[src/rtl/makina_pkg.sv]
// Shared definitions for the instruction sequencer: address width, sequencer states, fault codes.
// No logic; no latency; no backpressure.
// Imported by pc_sequencer and return_stack.
package makina_pkg;
    localparam int ADDR_W = 16;
    localparam int LVL_W  = 5;

    typedef enum logic [1:0] {
        RUN    = 2'd0,
        HALTED = 2'd1,
        FAULT  = 2'd2
    } state_t;

    localparam logic [1:0] FC_NONE      = 2'b00;
    localparam logic [1:0] FC_OVERFLOW  = 2'b01;
    localparam logic [1:0] FC_UNDERFLOW = 2'b10;
endpackage

[src/rtl/return_stack.sv]
// Return-address LIFO: push writes at the current level, top is the most recent entry.
// Push/pop take effect on the next edge; top is combinational from the stored entries.
// No backpressure: push when full and pop when empty are ignored; the caller flags them.
module return_stack
    import makina_pkg::*;
#(
    parameter int STACK_DEPTH = 4
) (
    input  logic              clk,
    input  logic              rst,
    input  logic              push,
    input  logic              pop,
    input  logic [ADDR_W-1:0] push_dat,
    output logic [ADDR_W-1:0] top,
    output logic              full,
    output logic              empty,
    output logic [LVL_W-1:0]  level
);
    localparam int IDX_W = (STACK_DEPTH > 1) ? $clog2(STACK_DEPTH) : 1;

    logic [ADDR_W-1:0] mem [STACK_DEPTH];
    logic [LVL_W-1:0]  level_q;
    logic [IDX_W-1:0]  wr_idx;
    logic [IDX_W-1:0]  rd_idx;

    assign wr_idx = IDX_W'(level_q);
    assign rd_idx = IDX_W'(level_q - LVL_W'(1));
    assign full   = (level_q == LVL_W'(STACK_DEPTH));
    assign empty  = (level_q == '0);
    assign top    = empty ? '0 : mem[rd_idx];
    assign level  = level_q;

    // Entries are never reset; only the occupancy count is.
    always_ff @(posedge clk) begin
        if (push && !full) begin
            mem[wr_idx] <= push_dat;
        end
    end

    always_ff @(posedge clk) begin
        if (rst) begin
            level_q <= '0;
        end else if (push && !full) begin
            level_q <= level_q + LVL_W'(1);
        end else if (pop && !empty) begin
            level_q <= level_q - LVL_W'(1);
        end
    end
endmodule

[src/rtl/pc_sequencer.sv]
// Program counter sequencer with call/return stack, halt and sticky fault states.
// pc updates one edge after the selected action; fetch_valid is combinational.
// stall freezes pc and stack and drops fetch_valid for that cycle.
module pc_sequencer
    import makina_pkg::*;
#(
    parameter logic [15:0] RESET_VECTOR = 16'h0000,
    parameter int          STACK_DEPTH  = 4
) (
    input  logic              clk,
    input  logic              rst,
    input  logic              stall,
    input  logic              pc_write_enabled,
    input  logic [ADDR_W-1:0] dest_address,
    input  logic              call,
    input  logic              ret,
    input  logic              halt,
    output logic [ADDR_W-1:0] pc,
    output logic              fetch_valid,
    output logic              halted,
    output logic              fault,
    output logic [1:0]        fault_code,
    output logic [LVL_W-1:0]  stack_level
);
    state_t            state_q, state_nxt;
    logic [ADDR_W-1:0] pc_q, pc_nxt;
    logic [1:0]        fc_q, fc_nxt;
    logic              push, pop;
    logic [ADDR_W-1:0] stk_top;
    logic              stk_full, stk_empty;

    return_stack #(
        .STACK_DEPTH(STACK_DEPTH)
    ) u_stack (
        .clk      (clk),
        .rst      (rst),
        .push     (push),
        .pop      (pop),
        .push_dat (pc_q + ADDR_W'(1)),
        .top      (stk_top),
        .full     (stk_full),
        .empty    (stk_empty),
        .level    (stack_level)
    );

    // One action per RUN cycle: halt > stall > ret > call > branch > increment.
    always_comb begin
        state_nxt = state_q;
        pc_nxt    = pc_q;
        fc_nxt    = fc_q;
        push      = 1'b0;
        pop       = 1'b0;
        if (state_q == RUN) begin
            if (halt) begin
                state_nxt = HALTED;
            end else if (stall) begin
                pc_nxt = pc_q;
            end else if (ret) begin
                if (stk_empty) begin
                    state_nxt = FAULT;
                    fc_nxt    = FC_UNDERFLOW;
                end else begin
                    pop    = 1'b1;
                    pc_nxt = stk_top;
                end
            end else if (call) begin
                if (stk_full) begin
                    state_nxt = FAULT;
                    fc_nxt    = FC_OVERFLOW;
                end else begin
                    push   = 1'b1;
                    pc_nxt = dest_address;
                end
            end else if (pc_write_enabled) begin
                pc_nxt = dest_address;
            end else begin
                pc_nxt = pc_q + ADDR_W'(1);
            end
        end
    end

    always_ff @(posedge clk) begin
        if (rst) begin
            state_q <= RUN;
            pc_q    <= RESET_VECTOR;
            fc_q    <= FC_NONE;
        end else begin
            state_q <= state_nxt;
            pc_q    <= pc_nxt;
            fc_q    <= fc_nxt;
        end
    end

    assign pc          = pc_q;
    assign fetch_valid = (state_q == RUN) && !stall && !rst;
    assign halted      = (state_q == HALTED);
    assign fault       = (state_q == FAULT);
    assign fault_code  = fc_q;
endmodule

[config.mk]
export PLATFORM = sky130hd
export DESIGN_NAME = pc_sequencer
export DESIGN_NICKNAME = d
export VERILOG_FILES = /design/src/rtl/makina_pkg.sv /design/src/rtl/return_stack.sv /design/src/rtl/pc_sequencer.sv
export SDC_FILE = /design/constraint.sdc
export NUM_CORES = 1
export LEC_CHECK = 0
export BUFFER_PORTS_ARGS = -buffer_cell sky130_fd_sc_hd__buf_4
export CORE_UTILIZATION = 27
export CTS_CLUSTER_DIAMETER = 80
export DETAILED_ROUTE_END_ITERATION = 12
export GPL_ROUTABILITY_DRIVEN = 0
export PLACE_DENSITY = 0.55
export SKIP_LAST_GASP = 1
export SLEW_MARGIN = 20
export SYNTH_ARGS = -nofsm -noshare
export SYNTH_HDL_FRONTEND = slang
export SYNTH_HIERARCHICAL = 1
export SYNTH_SLANG_ARGS = --single-unit
[constraint.sdc]
create_clock -name clk -period 7.3 [get_ports clk]
set_input_delay 0.73 -clock clk [delete_from_list [all_inputs] [get_ports clk]]
set_output_delay 0.73 -clock clk [all_outputs]
set_load 0.005 [all_outputs]
==> flow_metrics.py <==
metrics = {
    "run_status": {
        "outcome": "finished clean",
    },
    "sta": {
        "rsz0062_at_grt": "false",
        "timing.fmax_mhz": 293.1,
        "skew_ps": 6.587,
        "slew_headroom_pct": 38.19,
        "fin_ws_ps": 3888,
        "tightest_slew_ps": 927.1,
        "period_share_pct": 46.74,
        "hold_viol_final": 0,
        "final_max_slew_viol_count": 0,
        "setup_violations": 0,
        "finalCriticalPeriod_ps": 3412,
        "fin_tns_setup_ps": 0,
    },
    "placement": {
        "port_buffers": 48,
        "dp_slack_ps": 3857,
        "dp_hpwl_mm": 8.505,
    },
    "clocking": {
        "holdBufCountCts": 0,
        "path_clk_slew_ps": 70,
        "cts_tree": "done",
        "ctsResizeCount": 0,
        "cts_setup_buffers": 0,
        "clock_sinks": 89,
        "max-clock-path-buffers": 2,
        "cts-root-buf": "clkbuf_16",
        "clock_latency_ps": 350,
        "cts_buffers": 9,
        "htree_num_levels": 3,
    },
    "global_routing": {
        "grt_pass1_vias": 3161,
        "grt_use_total_pct": 15.03,
        "grt_max_degree": 32,
        "grt_pass1_wl_mm": 18.51,
        "grt_overflow": 0,
        "grt_antenna_before_repair": 0,
    },
    "critical_path": {
        "required_ps": 7270,
        "critPathBufInv": 4,
        "max_stage_delay_ps": 770,
        "cp-start-kind": "flop",
        "arrival_ps": 3380,
        "slowest_stage": "and2_1",
        "critical_path_class": "flop to flop",
        "crit_family": "simple AND/OR/NAND/NOR gates",
        "end_kind": "flop",
        "cp_cell_sequence": "buf_4 -> inv_1 -> ha_1 -> and4bb_2 -> nor4b_1 -> buf_4 -> inv_1 -> nor2_1 -> and2_1",
        "crit_fanout": 23,
    },
    "finish": {
        "areaGrowthSynthToFinish_pct": 17.66,
        "final_layout_size_suffix_gt1_share_pct": 22.76,
        "num-fill-cells": 1590,
        "multiInputGateArea_um2": 1884,
        "seq_area_um2": 2422,
        "antenna_cells": 0,
        "fin_nets": 436,
    },
    "drt": {
        "first_pass_iters": 4,
        "ant_nets": 0,
        "drt-total-wl_mm": 12.00,
        "wl_per_cell_um": 19.08,
        "detail_route.vias_per_cell": 5.027,
        "drtIter0Drc": 307,
        "vias": 3162,
        "drc": 0,
    },
    "logic_synthesis": {
        "syn-mean-instance-area_um2": 12.03,
        "synthSimpleGateAreaFrac_pct": 16.83,
        "synth_fp_nets": 400,
        "yosysSeqAreaShare_pct": 54.11,
        "yosys_register_bits": 89,
        "netlist_area_um2": 4477,
        "muxShareOfSynthArea_pct": 9.670,
        "synth_warnings": 6,
        "synth_top_family_by_area": "simple AND/OR/NAND/NOR gates",
        "synth-compound-area-share_pct": 12.05,
        "synth_top_area_share_pct": 42.93,
        "synth-xor-area-share_pct": 2.152,
        "ys_types": 66,
        "post_synth_fa_ha_maj_area_fraction_pct": 1.397,
        "synth_edf_count": 64,
        "syn-instance-count": 372,
        "async_flop_share_pct": 0,
        "synth_area_leaders": "edfxtp_1 (43%), dfxtp_1 (11%), mux4_2 (8.0%)",
        "synth_flop_cell": "edfxtp_1",
        "yosysTopAreaCell": "edfxtp_1",
    },
    "pwr": {
        "power_leakage_nw": 1.825,
        "powerDensity_nw_per_um2": 198.9,
        "peakVddDrop_uv": 101.3,
    },
    "worst_hold_path": {
        "min_path_type": "flop to flop",
    },
    "floorplanning": {
        "rows": 46,
        "num_io_pins": 49,
        "start_util_pct": 27.88,
        "dieArea_um2": 17100,
        "core_um2": 16060,
        "dieWidth_um": 130.8,
        "dieHeight_um": 130.8,
    },
    "flow_run": {
        "max_cap_viol_count": 0,
    },
}
==> per-stage QoR <==
step | power, mW | instance area, µm² | hold WS (ps) | std cells | util [%]
final | 1.048 | 5268 | 500.5 | 629 | 32.80
after global routing | 1.081 | 5268 | 548.9 | 629 | 32.80
after CTS | 1.058 | 5268 | 507.4 | 629 | 32.80
after detailed placement | 0.6264 | 4997 | 491.6 | 613 | 31.12
after global placement | 0.6258 | 4997 | 492.7 | 613 | 31.12
after floorplan | 0.5967 | 4477 | 485.0 | 372 | -
==> final cells by class <==
class                      instances  area share [%]
timing repair buffer              50           7.126
clock inverter                     6          0.7838
multi-input combinational        246           35.77
inverter                          12          0.8551
clock buffer                      10           4.347
tap                              216           5.131
sequential                        89           45.99
==> registers in the layout, summed over array words and instances (netlist names) <==
signal / cells
u_stack/mem: 64
pc: 16
u_stack/level: 5
fault_code: 2
state_q: 2
==> tightest hold or removal path, delay by kind of cell (launching register included) <==
family        cells  cell delay (ps)
flops             1              330
mux               1               70
simple gates      1               70
==> worst paths after layout <==
| path | startpoint | end | slack [ps] | cells after the start |
|---|---|---|---|---|
| max reg2reg | u_stack/level[0]$_SDFFE_PP0P_ | u_stack/mem[1][9]$_DFFE_PP_ | 3890 | 9 |
| min reg2reg | fault_code[0]$_SDFFE_PP0P_ | fault_code[0]$_SDFFE_PP0P_ | 500 | 2 |
| max | u_stack/level[0]$_SDFFE_PP0P_ | u_stack/mem[1][9]$_DFFE_PP_ | 3890 | 9 |
| min | fault_code[0]$_SDFFE_PP0P_ | fault_code[0]$_SDFFE_PP0P_ | 500 | 2 |
==> per-layer routing <==
| metal | vias to the layer above | wire [µm] | global-route usage (%) |
|---|---|---|---|
| met1 | 1580 | 5042 | 18.92 |
| li1 | 1496 | - | - |
| met4 | 0 | 265 | 6.761 |
| met3 | 15 | 556 | 2.606 |
| met5 | - | 0 | 0 |
| met2 | 71 | 6135 | 25.27 |
==> report_power, final <==
part	switching, mW	leakage [nW]	internal, mW
logic	0.0373	0.911	0.0269
registers	0.00749	0.782	0.543
clock network	0.201	0.132	0.232
total	0.246	1.83	0.802
==> Yosys cell counts (7+ instances only) <==
cell type	n
a21oi_1	15
and2_1	20
buf_2	10
clkbuf_1	11
dfxtp_1	25
edfxtp_1	64
inv_1	11
mux4_2	16
nand2_1	22
nand3_1	7
nor2_1	28
nor3_1	7
nor4_1	10
o21ai_0	26
xor2_1	7
==> cell usage in the layout (no fill, tap or decap), types with 3 or more instances in the layout <==
master     count
dfxtp_1       25
clkbuf_16      9
a32o_1         3
and3_1         3
nor2b_1        3
mux2i_1        5
mux4_2        16
a21oi_1       15
o31ai_1        4
edfxtp_1      64
and4_1         4
nand4_1        3
buf_4         50
nand2_1       22
o21ai_0       26
and2_1        20
ha_1           5
a211oi_2       3
xor2_1         7
nor2_1        28
nor4_1        10
nor3_1         7
nand3_1        7
nor3b_1        3
xnor2_1        4
inv_1         11
==> cell families (layout without fill, tap and decap cells) <==
family | Yosys count | count (layout)
and+or+nand+nor | 130 | 130
DFF | 89 | 89
AOI/OAI and AO/OA | 77 | 77
buffers and inverters | 37 | 78
muxes | 23 | 23
xor gates and xnor gates | 11 | 11
adders and majority gates | 5 | 5
(Power assumes the default switching activity.)
